File: config.mk
export PLATFORM = sky130hd
export DESIGN_NAME = execute_stage
export DESIGN_NICKNAME = d
export VERILOG_FILES = /design/src/rtl/exec_pkg.sv /design/src/rtl/seq_divider.sv /design/src/rtl/execute_stage.sv
export SDC_FILE = /design/constraint.sdc
export NUM_CORES = 2
export LEC_CHECK = 0
export ABC_CLOCK_PERIOD_IN_PS = 14500
export CORE_AREA = 2 2 502 504
export CTS_CLUSTER_SIZE = 8
export DETAILED_ROUTE_END_ITERATION = 10
export DIE_AREA = 0 0 504 506
export PLACE_DENSITY = 0.44
export SLEW_MARGIN = 20
export SYNTH_ARGS = -nofsm -noshare
export SYNTH_HDL_FRONTEND = slang
export SYNTH_SLANG_ARGS = --single-unit
File: constraint.sdc
create_clock -name clk -period 14.5 [get_ports clk]
set_clock_uncertainty 0.2 [all_clocks]
set_input_delay 2.9 -clock clk [delete_from_list [all_inputs] [get_ports clk]]
set_output_delay 2.9 -clock clk [all_outputs]
set_load 0.02 [all_outputs]
File: src/rtl/exec_pkg.sv
// Shared types for the RV32IM execute stage: ALU op codes, forward selects, divider states.
package exec_pkg;

  typedef enum logic [4:0] {
    ALU_ADD    = 5'd0,
    ALU_SUB    = 5'd1,
    ALU_SLL    = 5'd2,
    ALU_SLT    = 5'd3,
    ALU_SLTU   = 5'd4,
    ALU_XOR    = 5'd5,
    ALU_SRL    = 5'd6,
    ALU_SRA    = 5'd7,
    ALU_OR     = 5'd8,
    ALU_AND    = 5'd9,
    ALU_MUL    = 5'd10,
    ALU_MULH   = 5'd11,
    ALU_MULHSU = 5'd12,
    ALU_MULHU  = 5'd13,
    ALU_DIV    = 5'd14,
    ALU_DIVU   = 5'd15,
    ALU_REM    = 5'd16,
    ALU_REMU   = 5'd17
  } alu_op_t;

  localparam logic [1:0] FWD_REG = 2'b00;
  localparam logic [1:0] FWD_WB  = 2'b01;
  localparam logic [1:0] FWD_MEM = 2'b10;

  localparam logic [6:0] OPC_JALR = 7'b1100111;

  typedef enum logic [1:0] {
    IDLE = 2'd0,
    DIV  = 2'd1,
    DONE = 2'd2
  } div_state_t;

  function automatic logic is_div_op(input alu_op_t op);
    return (op == ALU_DIV) || (op == ALU_DIVU) || (op == ALU_REM) || (op == ALU_REMU);
  endfunction

  function automatic logic is_signed_div(input alu_op_t op);
    return (op == ALU_DIV) || (op == ALU_REM);
  endfunction

  function automatic logic is_rem_op(input alu_op_t op);
    return (op == ALU_REM) || (op == ALU_REMU);
  endfunction

endpackage

File: src/rtl/seq_divider.sv
// Iterative radix-2 restoring divider: one quotient bit per cycle on operand magnitudes,
// sign fix-up on the way out. Result is held in DONE until the EX/MEM register takes it.
module seq_divider
  import exec_pkg::*;
#(
  parameter int unsigned DW = 32
) (
  input  logic          clk,
  input  logic          rst_n,
  input  logic          req,
  input  logic          signed_op,
  input  logic          rem_op,
  input  logic [DW-1:0] dividend,
  input  logic [DW-1:0] divisor,
  input  logic          flush,
  input  logic          advance,
  output logic          busy_c,
  output logic [DW-1:0] result_c
);

  localparam int unsigned CW = $clog2(DW);

  div_state_t    state_q, state_d;
  logic          start;
  logic [DW-1:0] rem_q, quo_q, dsr_q;
  logic [CW-1:0] cnt_q;
  logic          rem_op_q, q_neg_q, r_neg_q;

  logic          a_neg, b_neg;
  logic [DW-1:0] a_mag, b_mag;
  logic [DW:0]   rem_sh;
  logic          fits;
  logic [DW-1:0] rem_nx, quo_nx;

  assign a_neg = signed_op & dividend[DW-1];
  assign b_neg = signed_op & divisor[DW-1];
  assign a_mag = a_neg ? -dividend : dividend;
  assign b_mag = b_neg ? -divisor : divisor;

  // Shift the next dividend bit into the partial remainder and try a subtract.
  assign rem_sh = {rem_q, quo_q[DW-1]};
  assign fits   = rem_sh >= {1'b0, dsr_q};
  assign rem_nx = fits ? DW'(rem_sh - {1'b0, dsr_q}) : rem_sh[DW-1:0];
  assign quo_nx = {quo_q[DW-2:0], fits};

  always_comb begin
    state_d = state_q;
    busy_c  = 1'b0;
    start   = 1'b0;
    case (state_q)
      IDLE: begin
        if (req && !flush && rst_n) begin
          state_d = DIV;
          busy_c  = 1'b1;
          start   = 1'b1;
        end
      end
      DIV: begin
        busy_c = 1'b1;
        if (flush) begin
          state_d = IDLE;
        end else if (cnt_q == CW'(DW - 1)) begin
          state_d = DONE;
        end
      end
      DONE: begin
        if (flush || advance) begin
          state_d = IDLE;
        end
      end
      default: state_d = IDLE;
    endcase
  end

  always_ff @(posedge clk or negedge rst_n) begin
    if (!rst_n) begin
      state_q  <= IDLE;
      rem_q    <= '0;
      quo_q    <= '0;
      dsr_q    <= '0;
      cnt_q    <= '0;
      rem_op_q <= 1'b0;
      q_neg_q  <= 1'b0;
      r_neg_q  <= 1'b0;
    end else begin
      state_q <= state_d;
      if (start) begin
        rem_q    <= '0;
        quo_q    <= a_mag;
        dsr_q    <= b_mag;
        cnt_q    <= '0;
        rem_op_q <= rem_op;
        // A zero divisor must yield an all-ones quotient regardless of dividend sign.
        q_neg_q  <= (a_neg ^ b_neg) & (divisor != '0);
        r_neg_q  <= a_neg;
      end else if (state_q == DIV) begin
        rem_q <= rem_nx;
        quo_q <= quo_nx;
        cnt_q <= cnt_q + CW'(1);
      end
    end
  end

  always_comb begin
    result_c = '0;
    if (rem_op_q) begin
      result_c = r_neg_q ? -rem_q : rem_q;
    end else begin
      result_c = q_neg_q ? -quo_q : quo_q;
    end
  end

endmodule

File: src/rtl/execute_stage.sv
// RV32IM execute stage: operand forwarding, ALU with single-cycle multiply, branch resolution,
// iterative divider and the EX/MEM pipeline register.
module execute_stage
  import exec_pkg::*;
#(
  parameter int unsigned DATA_WIDTH = 32,
  parameter int unsigned ROM_WIDTH  = 12,
  parameter int unsigned RF_WIDTH   = 5
) (
  input  logic                  clk,
  input  logic                  rst_n,
  input  logic                  regWriteE,
  input  logic [1:0]            resultSelE,
  input  logic                  memWriteE,
  input  logic [2:0]            memCtrlE,
  input  logic [6:0]            opE,
  input  logic [4:0]            aluCtrlE,
  input  logic                  aluSrcE,
  input  logic                  branchE,
  input  logic                  jumpE,
  input  logic [2:0]            funct3E,
  input  logic [DATA_WIDTH-1:0] rd1E,
  input  logic [DATA_WIDTH-1:0] rd2E,
  input  logic [1:0]            fwdAE,
  input  logic [1:0]            fwdBE,
  input  logic [DATA_WIDTH-1:0] regDin3W,
  input  logic [RF_WIDTH-1:0]   regAddr3E,
  input  logic [ROM_WIDTH-1:0]  pcE,
  input  logic [DATA_WIDTH-1:0] immExtE,
  input  logic                  stallM,
  input  logic                  flushM,
  output logic                  busyE,
  output logic                  pcSrcE,
  output logic [ROM_WIDTH-1:0]  pcTargetE,
  output logic                  regWriteM,
  output logic [1:0]            resultSelM,
  output logic                  memWriteM,
  output logic [2:0]            memCtrlM,
  output logic [6:0]            opM,
  output logic [RF_WIDTH-1:0]   regAddr3M,
  output logic [ROM_WIDTH-1:0]  pcM,
  output logic [DATA_WIDTH-1:0] immExtM,
  output logic [DATA_WIDTH-1:0] aluResultM,
  output logic [DATA_WIDTH-1:0] memDinM
);

  localparam int unsigned DW  = DATA_WIDTH;
  localparam int unsigned RMW = ROM_WIDTH;
  localparam int unsigned SHW = $clog2(DATA_WIDTH);

  alu_op_t        alu_op;
  logic [DW-1:0]  src_a, fwd_b, src_b;
  logic [DW-1:0]  alu_result, div_result;
  logic [SHW-1:0] shamt;

  assign alu_op = alu_op_t'(aluCtrlE);

  always_comb begin
    src_a = rd1E;
    fwd_b = rd2E;
    case (fwdAE)
      FWD_WB:  src_a = regDin3W;
      FWD_MEM: src_a = aluResultM;
      default: src_a = rd1E;
    endcase
    case (fwdBE)
      FWD_WB:  fwd_b = regDin3W;
      FWD_MEM: fwd_b = aluResultM;
      default: fwd_b = rd2E;
    endcase
  end

  assign src_b = aluSrcE ? immExtE : fwd_b;
  assign shamt = src_b[SHW-1:0];

  // One 2*DW multiplier; per-operand sign extension selects MULH/MULHSU/MULHU.
  logic            mul_a_signed, mul_b_signed;
  logic [2*DW-1:0] mul_a, mul_b, mul_prod;

  assign mul_a_signed = (alu_op == ALU_MULH) || (alu_op == ALU_MULHSU);
  assign mul_b_signed = (alu_op == ALU_MULH);
  assign mul_a        = {{DW{mul_a_signed & src_a[DW-1]}}, src_a};
  assign mul_b        = {{DW{mul_b_signed & src_b[DW-1]}}, src_b};
  assign mul_prod     = mul_a * mul_b;

  always_comb begin
    alu_result = '0;
    case (alu_op)
      ALU_ADD:    alu_result = src_a + src_b;
      ALU_SUB:    alu_result = src_a - src_b;
      ALU_SLL:    alu_result = src_a << shamt;
      ALU_SLT:    alu_result = DW'($signed(src_a) < $signed(src_b));
      ALU_SLTU:   alu_result = DW'(src_a < src_b);
      ALU_XOR:    alu_result = src_a ^ src_b;
      ALU_SRL:    alu_result = src_a >> shamt;
      ALU_SRA:    alu_result = DW'($signed(src_a) >>> shamt);
      ALU_OR:     alu_result = src_a | src_b;
      ALU_AND:    alu_result = src_a & src_b;
      ALU_MUL:    alu_result = mul_prod[DW-1:0];
      ALU_MULH,
      ALU_MULHSU,
      ALU_MULHU:  alu_result = mul_prod[2*DW-1:DW];
      ALU_DIV,
      ALU_DIVU,
      ALU_REM,
      ALU_REMU:   alu_result = div_result;
      default:    alu_result = '0;
    endcase
  end

  seq_divider #(
    .DW(DW)
  ) u_div (
    .clk       (clk),
    .rst_n     (rst_n),
    .req       (is_div_op(alu_op)),
    .signed_op (is_signed_div(alu_op)),
    .rem_op    (is_rem_op(alu_op)),
    .dividend  (src_a),
    .divisor   (src_b),
    .flush     (flushM),
    .advance   (!stallM),
    .busy_c    (busyE),
    .result_c  (div_result)
  );

  // Branch condition compares the forwarded register operands, never the immediate.
  logic branch_cond;
  always_comb begin
    branch_cond = 1'b0;
    case (funct3E)
      3'b000:  branch_cond = src_a == fwd_b;
      3'b001:  branch_cond = src_a != fwd_b;
      3'b100:  branch_cond = $signed(src_a) < $signed(fwd_b);
      3'b101:  branch_cond = $signed(src_a) >= $signed(fwd_b);
      3'b110:  branch_cond = src_a < fwd_b;
      3'b111:  branch_cond = src_a >= fwd_b;
      default: branch_cond = 1'b0;
    endcase
  end

  logic [RMW-1:0] jalr_target;
  assign jalr_target = (RMW'(src_a) + RMW'(immExtE)) & ~RMW'(1);
  assign pcTargetE   = (jumpE && (opE == OPC_JALR)) ? jalr_target : pcE + RMW'(immExtE);
  assign pcSrcE      = !busyE && (jumpE || (branchE && branch_cond));

  always_ff @(posedge clk or negedge rst_n) begin
    if (!rst_n) begin
      regWriteM  <= 1'b0;
      resultSelM <= '0;
      memWriteM  <= 1'b0;
      memCtrlM   <= '0;
      opM        <= '0;
      regAddr3M  <= '0;
      pcM        <= '0;
      immExtM    <= '0;
      aluResultM <= '0;
      memDinM    <= '0;
    end else if (flushM) begin
      regWriteM <= 1'b0;
      memWriteM <= 1'b0;
    end else if (stallM) begin
      regWriteM <= regWriteM;
    end else if (busyE) begin
      regWriteM <= 1'b0;
      memWriteM <= 1'b0;
    end else begin
      regWriteM  <= regWriteE;
      resultSelM <= resultSelE;
      memWriteM  <= memWriteE;
      memCtrlM   <= memCtrlE;
      opM        <= opE;
      regAddr3M  <= regAddr3E;
      pcM        <= pcE;
      immExtM    <= immExtE;
      aluResultM <= alu_result;
      memDinM    <= fwd_b;
    end
  end

endmodule

[After elaboration in Yosys (flattened, before gate mapping)]
Index checks and enable logic that the tools add are counted.
Storage, ports and cells
  word-level logic and storage cells: 144
  register bits: 233
Operators by class
  order comparisons: 7
  multiply operators: 1
  equal/unequal tests: 36
  bitwise logic cells: 12
  reduce and logical (&&, ||, !) cells: 25
  shift operators: 3
  add/sub/neg operators: 10
  mux-type cells: 32
Operator list (count)
  32-bit one-hot mux with 13 select lines: 1
  32-bit 2-to-1 mux: 11
  32-bit less-than comparator: 4
  32-bit negation: 4
  32-bit one-hot mux with 2 select lines: 2
  32-bit greater-or-equal comparator: 2
  33-bit by 33-bit multiplier with 64-bit output: 1
  32-bit subtractor: 2
  5-bit by 4-bit == test with 1-bit output, second input constant: 8
  33-bit by 32-bit greater-or-equal comparator with 1-bit output: 1
  32-bit adder: 1
  32-bit bitwise AND: 1
  32-bit == test: 1
  32-bit != test: 1
  32-bit bitwise OR: 1
  32-bit nonzero test: 1
  32-bit by 5-bit << shifter with 32-bit output: 1
  32-bit by 5-bit right shift with 32-bit output: 1
  32-bit by 5-bit >>> shifter with 32-bit output: 1
  32-bit bitwise XOR: 1
  12-bit adder: 2
  5-bit by 3-bit == test with 1-bit output, second input constant: 4
  5-bit == test, second input constant: 3
  3-bit == test, second input constant: 4
  other kinds (29): 67

[Depth between registers and ports, before layout]
  depth in word-level cells: 11
  gate-level depth with buffers: 41

[Modules after synthesis]
Synthesis repeated with hierarchy kept, for this count alone.
Second synthesis, totals
  cell total of the unflattened synthesis: 7700
  area total of the unflattened synthesis: 63289.4 µm²
Modules (own cells, without submodules)
  execute_stage: area an instance 54180.7 µm², cells an instance 6510, instances 1
  seq_divider: area an instance 9108.7 µm², cells an instance 1190, instances 1

[Worst setup path before layout]
Ideal clock, no wire load.
  path type: input to register
  start point: in fwdBE[0]
  end point: reg aluResultM[29]
  data required time: 14.179 ns
  stages: 39
  arrival time: 12.827 ns
  path slack: 1.352 ns
  buffers on the path: 9
  library setup time: 0.121 ns
  path through: inv_1 > ha_1 > buf_2 > clkbuf_1 > a221oi_1 > o31ai_1 > clkbuf_1 > clkbuf_1 > clkbuf_1 > buf_1 > buf_1 > buf_1 > nand2_1 > fa_1 > fa_1 > inv_1 > fa_1 > inv_1 > [... 3 more ...] > fa_1 > fa_1 > inv_1 > fa_1 > inv_1 > ha_1 > clkbuf_1 > a21oi_1 > o21ai_0 > nand2b_1 > or4_1 > a31oi_1 > o31a_1 > o21ai_0 > a41oi_1 > mux2i_1 > o211ai_1 > a22o_1
Between the ends
  longest elaborated chain between the ends: 6
  elaborated cells between the ends (all ways): 15
  those cells by class: add/sub (2); mul (1); eq/ne (2); shift (3); mux (3); bitwise (4)
Ends and longest elaborated chain
  from (decl): RTL line execute_stage.sv:25  | input logic [1:0] fwdBE,
  2-bit == test or 2-bit by 1-bit == test with 1-bit output (tied branches): RTL line execute_stage.sv:66  | case (fwdBE)
  32-bit one-hot mux with 2 select lines *: RTL line execute_stage.sv:66
  32-bit 2-to-1 mux *: RTL line execute_stage.sv:73  | assign src_b = aluSrcE ? immExtE : fwd_b;
  1-bit bitwise AND: RTL line execute_stage.sv:83  | assign mul_b = {{DW{mul_b_signed & src_b[DW-1]}}, src_b};
  33-bit by 33-bit multiplier with 64-bit output: RTL line execute_stage.sv:84  | assign mul_prod = mul_a * mul_b;
  32-bit one-hot mux with 13 select lines *: RTL line execute_stage.sv:88  | case (alu_op)
  to (signal assigned): RTL line execute_stage.sv:176  | aluResultM <= alu_result;
  to (decl): RTL line execute_stage.sv:43  | output logic [DATA_WIDTH-1:0] aluResultM,
Mark *: on every way between the ends. The rest lies on a longest branch, timed or not.
A chain may end at the register's enable or synchronous reset.

[Worst setup path after layout]
  start point: in fwdBE[0]
  end point: reg aluResultM[16]
The elaborated chain is that of the path after synthesis.

==> summary.txt <==
Outcome
  – Result of the run: complete, no violations

Floorplanning
  – X dimension of the die: 504 um
  – Std cell rows: roughly 180
  – Die boundary height: 506 um
  – Core box area: 250000 um^2
  – Initial standard-cell utilization of the core: around 25%
  – Top-level I/O count: 319
  – DIE AREA: approximately 260000 um^2

Global routing
  – Global routing met1 resource utilization: 34.9%
  – Pin count of the biggest net entering global routing: 85
  – Total global routing track utilization: 26.0%
  – Met3 Track Usage GR: 3.83%
  – Number of global-route vias before repair: 59900
  – Total gr overflow: 0
  – GRT busiest layer: met2
  – Number of antenna violations at the first check in global routing: 35
  – Wire length of the first global-routing pass: 475 mm
  – Global-route track usage on met2: 41.5%

Synth
  – Post-Synthesis Cell Area: 62200 um^2
  – Yosys warns: 0
  – Count of mapped cells out of synthesis: 7483
  – Top-area cell type share of the netlist area: 36.3%
  – Number of flops mapped to enable cells by yosys: 0
  – Post-synthesis area per instance: just over 8 um^2
  – Most common flop cell mapped by yosys: sky130_fd_sc_hd__dfrtp_1
  – Post-synth top area cell: sky130_fd_sc_hd__fa_1
  – Synthesized netlist net count: 9195
  – Leading cell types by total area after synthesis: sky130_fd_sc_hd__fa_1 36%, sky130_fd_sc_hd__dfrtp_1 9.4%, sky130_fd_sc_hd__ha_1 8.1%
  – Asr flop ratio synth: 100%
  – Count leader, synth: sky130_fd_sc_hd__inv_1
  – #FFs+latches synth: 233
  – Top cells by count, synth: 1261 x sky130_fd_sc_hd__inv_1, 1130 x sky130_fd_sc_hd__fa_1, 1104 x sky130_fd_sc_hd__nand2_1, 649 x sky130_fd_sc_hd__nor2_1, 405 x sky130_fd_sc_hd__o21ai_0
  – Number of library cell types mapped by synthesis: 80
  – Proportion of synthesized chip area in sequential cells: 9.37%

Clocking
  – Post-CTS Setup Bufs: 0
  – Clock Path Buffers: 3
  – TritonCTS clock tree: built
  – CTS root buf: sky130_fd_sc_hd__clkbuf_16
  – Count of hold-fix buffers inserted at cts: 0
  – Worst-Skew Late Latency: 0.63 ns
  – Cts repair resizes: 0
  – CTS Buf Count: 37
  – Number of sinks handled by clock tree synthesis: 233
  – Maximum level of the CTS H-tree: 2
  – Clock slew at the register clock pins of the worst setup and hold paths: 0.06 ns

STA
  – Final Critical Period: between 10 and 15 ns
  – Setup total negative slack: 0 ns
  – Slew headroom: about an eighth
  – Worst Max-Slew Pin Slew: 1.30 ns
  – Number of failing hold endpoints at the final stage: 0
  – RSZ-0062 raised after global routing: false
  – Final max-slew violation count: 0
  – Finish-stage setup viols: 0
  – Fmax: 72.9 MHz
  – Share of the clock period used by the worst path after layout: ~95%

Flow run
  – Number of maximum-capacitance violations: 0

Hold path
  – Hold WC Path Type: flip-flop to flip-flop
  – Worst hold path stage count: 2
  – Min-Delay Startpoint: u_div.dsr_q[27]

Worst setup path
  – Data required time of the critical path: roughly 15 ns
  – Element type at the critical path start: input pin
  – Worst flop-to-flop path startpoint: aluResultM[0]
  – Worst path slowest cell: sky130_fd_sc_hd__nor2_1
  – Reg2reg path depth: 32
  – Dominant cell type by count on the critical path: sky130_fd_sc_hd__fa_1
  – Critical path fanouts, max: 10
  – Delay of the slowest critical-path stage: 1.15 ns
  – Critical path start-end classification: input pin to flip-flop
  – Endpoint kind of the worst setup timing path: flip-flop
  – CP Data Arrival Time: roughly 14 ns
  – Crit. Startpoint: fwdBE[0]

Finish
  – Sequential cell area: around 6000 um^2
  – Number of nets in the layout: between 9000 and 10000
  – Share of final-layout standard cells stronger than drive strength 1: 7.40%
  – Number of fillers in the final layout: 27100
  – Area grow syn2layout: 16.2%
  – Area occupied by multi-input gates: 50600 um^2

Routing
  – Total wire length after detailed routing: 336 mm
  – Initial detailed-routing violation count: 5702
  – Routed wire per std cell: 30.3 um
  – Via count: 57500
  – ANT nets after route: 0
  – DRC errors left: 0
  – Number of detailed-route iterations in the first pass: 6
  – Average vias per placed instance: roughly 5.2

Placed design
  – Dpl hpwl: 273 mm
  – Port-buffer cells: 318
  – Final estimated routing congestion in global placement: about 0.99
## sequential cells by signal (all words and copies together) (netlist names)
| name | cells |
|---|---|
| opM | 7 |
| u_div.state_q | 2 |
| resultSelM | 2 |
| regWriteM | 1 |
| memDinM | 32 |
| u_div.quo_q | 32 |
| regAddr3M | 5 |
| aluResultM | 32 |
| u_div.rem_op_q | 1 |
| immExtM | 32 |
| u_div.q_neg_q | 1 |
| u_div.dsr_q | 32 |
| u_div.rem_q | 32 |
| u_div.r_neg_q | 1 |
| pcM | 12 |
| memWriteM | 1 |
| u_div.cnt_q | 5 |
| memCtrlM | 3 |
## through the flow
step           setup WS, ns  cells  hold slack [ns]  utilization, %  area, um^2
3_5_place_dp          0.407  11000            0.272            28.5       71200
2_1_floorplan          1.35   7483            0.249               -       62200
3_3_place_gp          0.419  11000            0.266            28.5       71200
4_1_cts                1.02  11100            0.284            28.9       72300
6_report              0.790  11100            0.276            28.9       72300
5_1_grt               0.488  11100            0.309            28.9       72300
## final cells by class
type                            instances  share of cell area, %
Multi-Input combinational cell       5522                   69.9
Sequential cell                       233                   8.06
Timing Repair Buffer                  653                   8.04
Inverter                             1280                   6.65
Tap cell                             3348                   5.79
Clock buffer                           47                   1.43
Antenna cell                           12                 0.0415
Clock inverter                          5                 0.0398
## metal layers
metal / share of wire (%) / vias to the layer above
met3: 6.9 / 515
met1: 43 / 30000
met5: 0.032 / -
met4: 5.3 / 14
met2: 45 / 2437
li1: - / 24500
## final timing paths
path	to	slack, ns
worst max register to register	aluResultM[16]	3.23
worst max-delay path	aluResultM[16]	0.79
worst min register to register	u_div.dsr_q[27]	0.28
min in group asynchronous	memWriteM	2.06
worst min-delay path	u_div.dsr_q[27]	0.28
max in group asynchronous	immExtM[27]	9.91
## layout by cell type (no fill, tap or decap), types with 28 or more instances in the layout
| cell type | instances |
|---|---|
| sky130_fd_sc_hd__a22oi_1 | 79 |
| sky130_fd_sc_hd__nor2_1 | 643 |
| sky130_fd_sc_hd__o21a_1 | 33 |
| sky130_fd_sc_hd__mux2_2 | 70 |
| sky130_fd_sc_hd__a31oi_1 | 42 |
| sky130_fd_sc_hd__xnor2_1 | 165 |
| sky130_fd_sc_hd__o31ai_1 | 45 |
| sky130_fd_sc_hd__nor4_1 | 28 |
| sky130_fd_sc_hd__a21o_1 | 66 |
| sky130_fd_sc_hd__ha_1 | 403 |
| sky130_fd_sc_hd__nand4_1 | 43 |
| sky130_fd_sc_hd__o21ai_4 | 41 |
| sky130_fd_sc_hd__nor2b_1 | 35 |
| sky130_fd_sc_hd__inv_1 | 1259 |
| sky130_fd_sc_hd__o211ai_1 | 46 |
| sky130_fd_sc_hd__a221oi_1 | 37 |
| sky130_fd_sc_hd__clkdlybuf4s50_1 | 316 |
| sky130_fd_sc_hd__nand2b_1 | 30 |
| sky130_fd_sc_hd__dfrtp_1 | 233 |
| sky130_fd_sc_hd__nand2_1 | 1102 |
| sky130_fd_sc_hd__buf_4 | 327 |
| sky130_fd_sc_hd__nand3_1 | 73 |
| sky130_fd_sc_hd__mux2i_1 | 133 |
| sky130_fd_sc_hd__clkbuf_16 | 39 |
| sky130_fd_sc_hd__nor3_1 | 55 |
| sky130_fd_sc_hd__fa_1 | 1130 |
| sky130_fd_sc_hd__a21oi_1 | 277 |
| sky130_fd_sc_hd__o21bai_1 | 28 |
| sky130_fd_sc_hd__a211oi_1 | 50 |
| sky130_fd_sc_hd__xor2_1 | 78 |
| sky130_fd_sc_hd__or3_1 | 33 |
| sky130_fd_sc_hd__a221o_1 | 49 |
| sky130_fd_sc_hd__o21ai_0 | 380 |
## logic make-up (layout without fill, tap and decap cells)
logic type | count (synthesis) | after routing | share of synthesized area (%)
and+or+nand+nor | 2159 | 2159 | 14.6
buffers and inverters | 1728 | 1985 | 10.4
adders and majority gates | 1534 | 1534 | 44.5
AOI/OAI and AO/OA | 1383 | 1383 | 14.3
xor gates and xnor gates | 243 | 243 | 3.42
DFF | 233 | 233 | 9.37
muxes | 203 | 203 | 3.41
other | 0 | 12 | 0
## critical path: cells and delay by family
| kind | cells | cell delay (ns) |
|---|---|---|
| buffers and inverters | 13 | 2.29 |
| AO/OA/AOI/OAI | 8 | 2.03 |
| XOR/XNOR | 1 | 0.14 |
| adder cells (fa/ha/maj) | 10 | 4.71 |
| AND/OR/NAND/NOR | 4 | 1.84 |
Power is left out: the tool's default activity adds up to more than one toggle a clock period on the data nets, which glitch-free logic cannot reach.
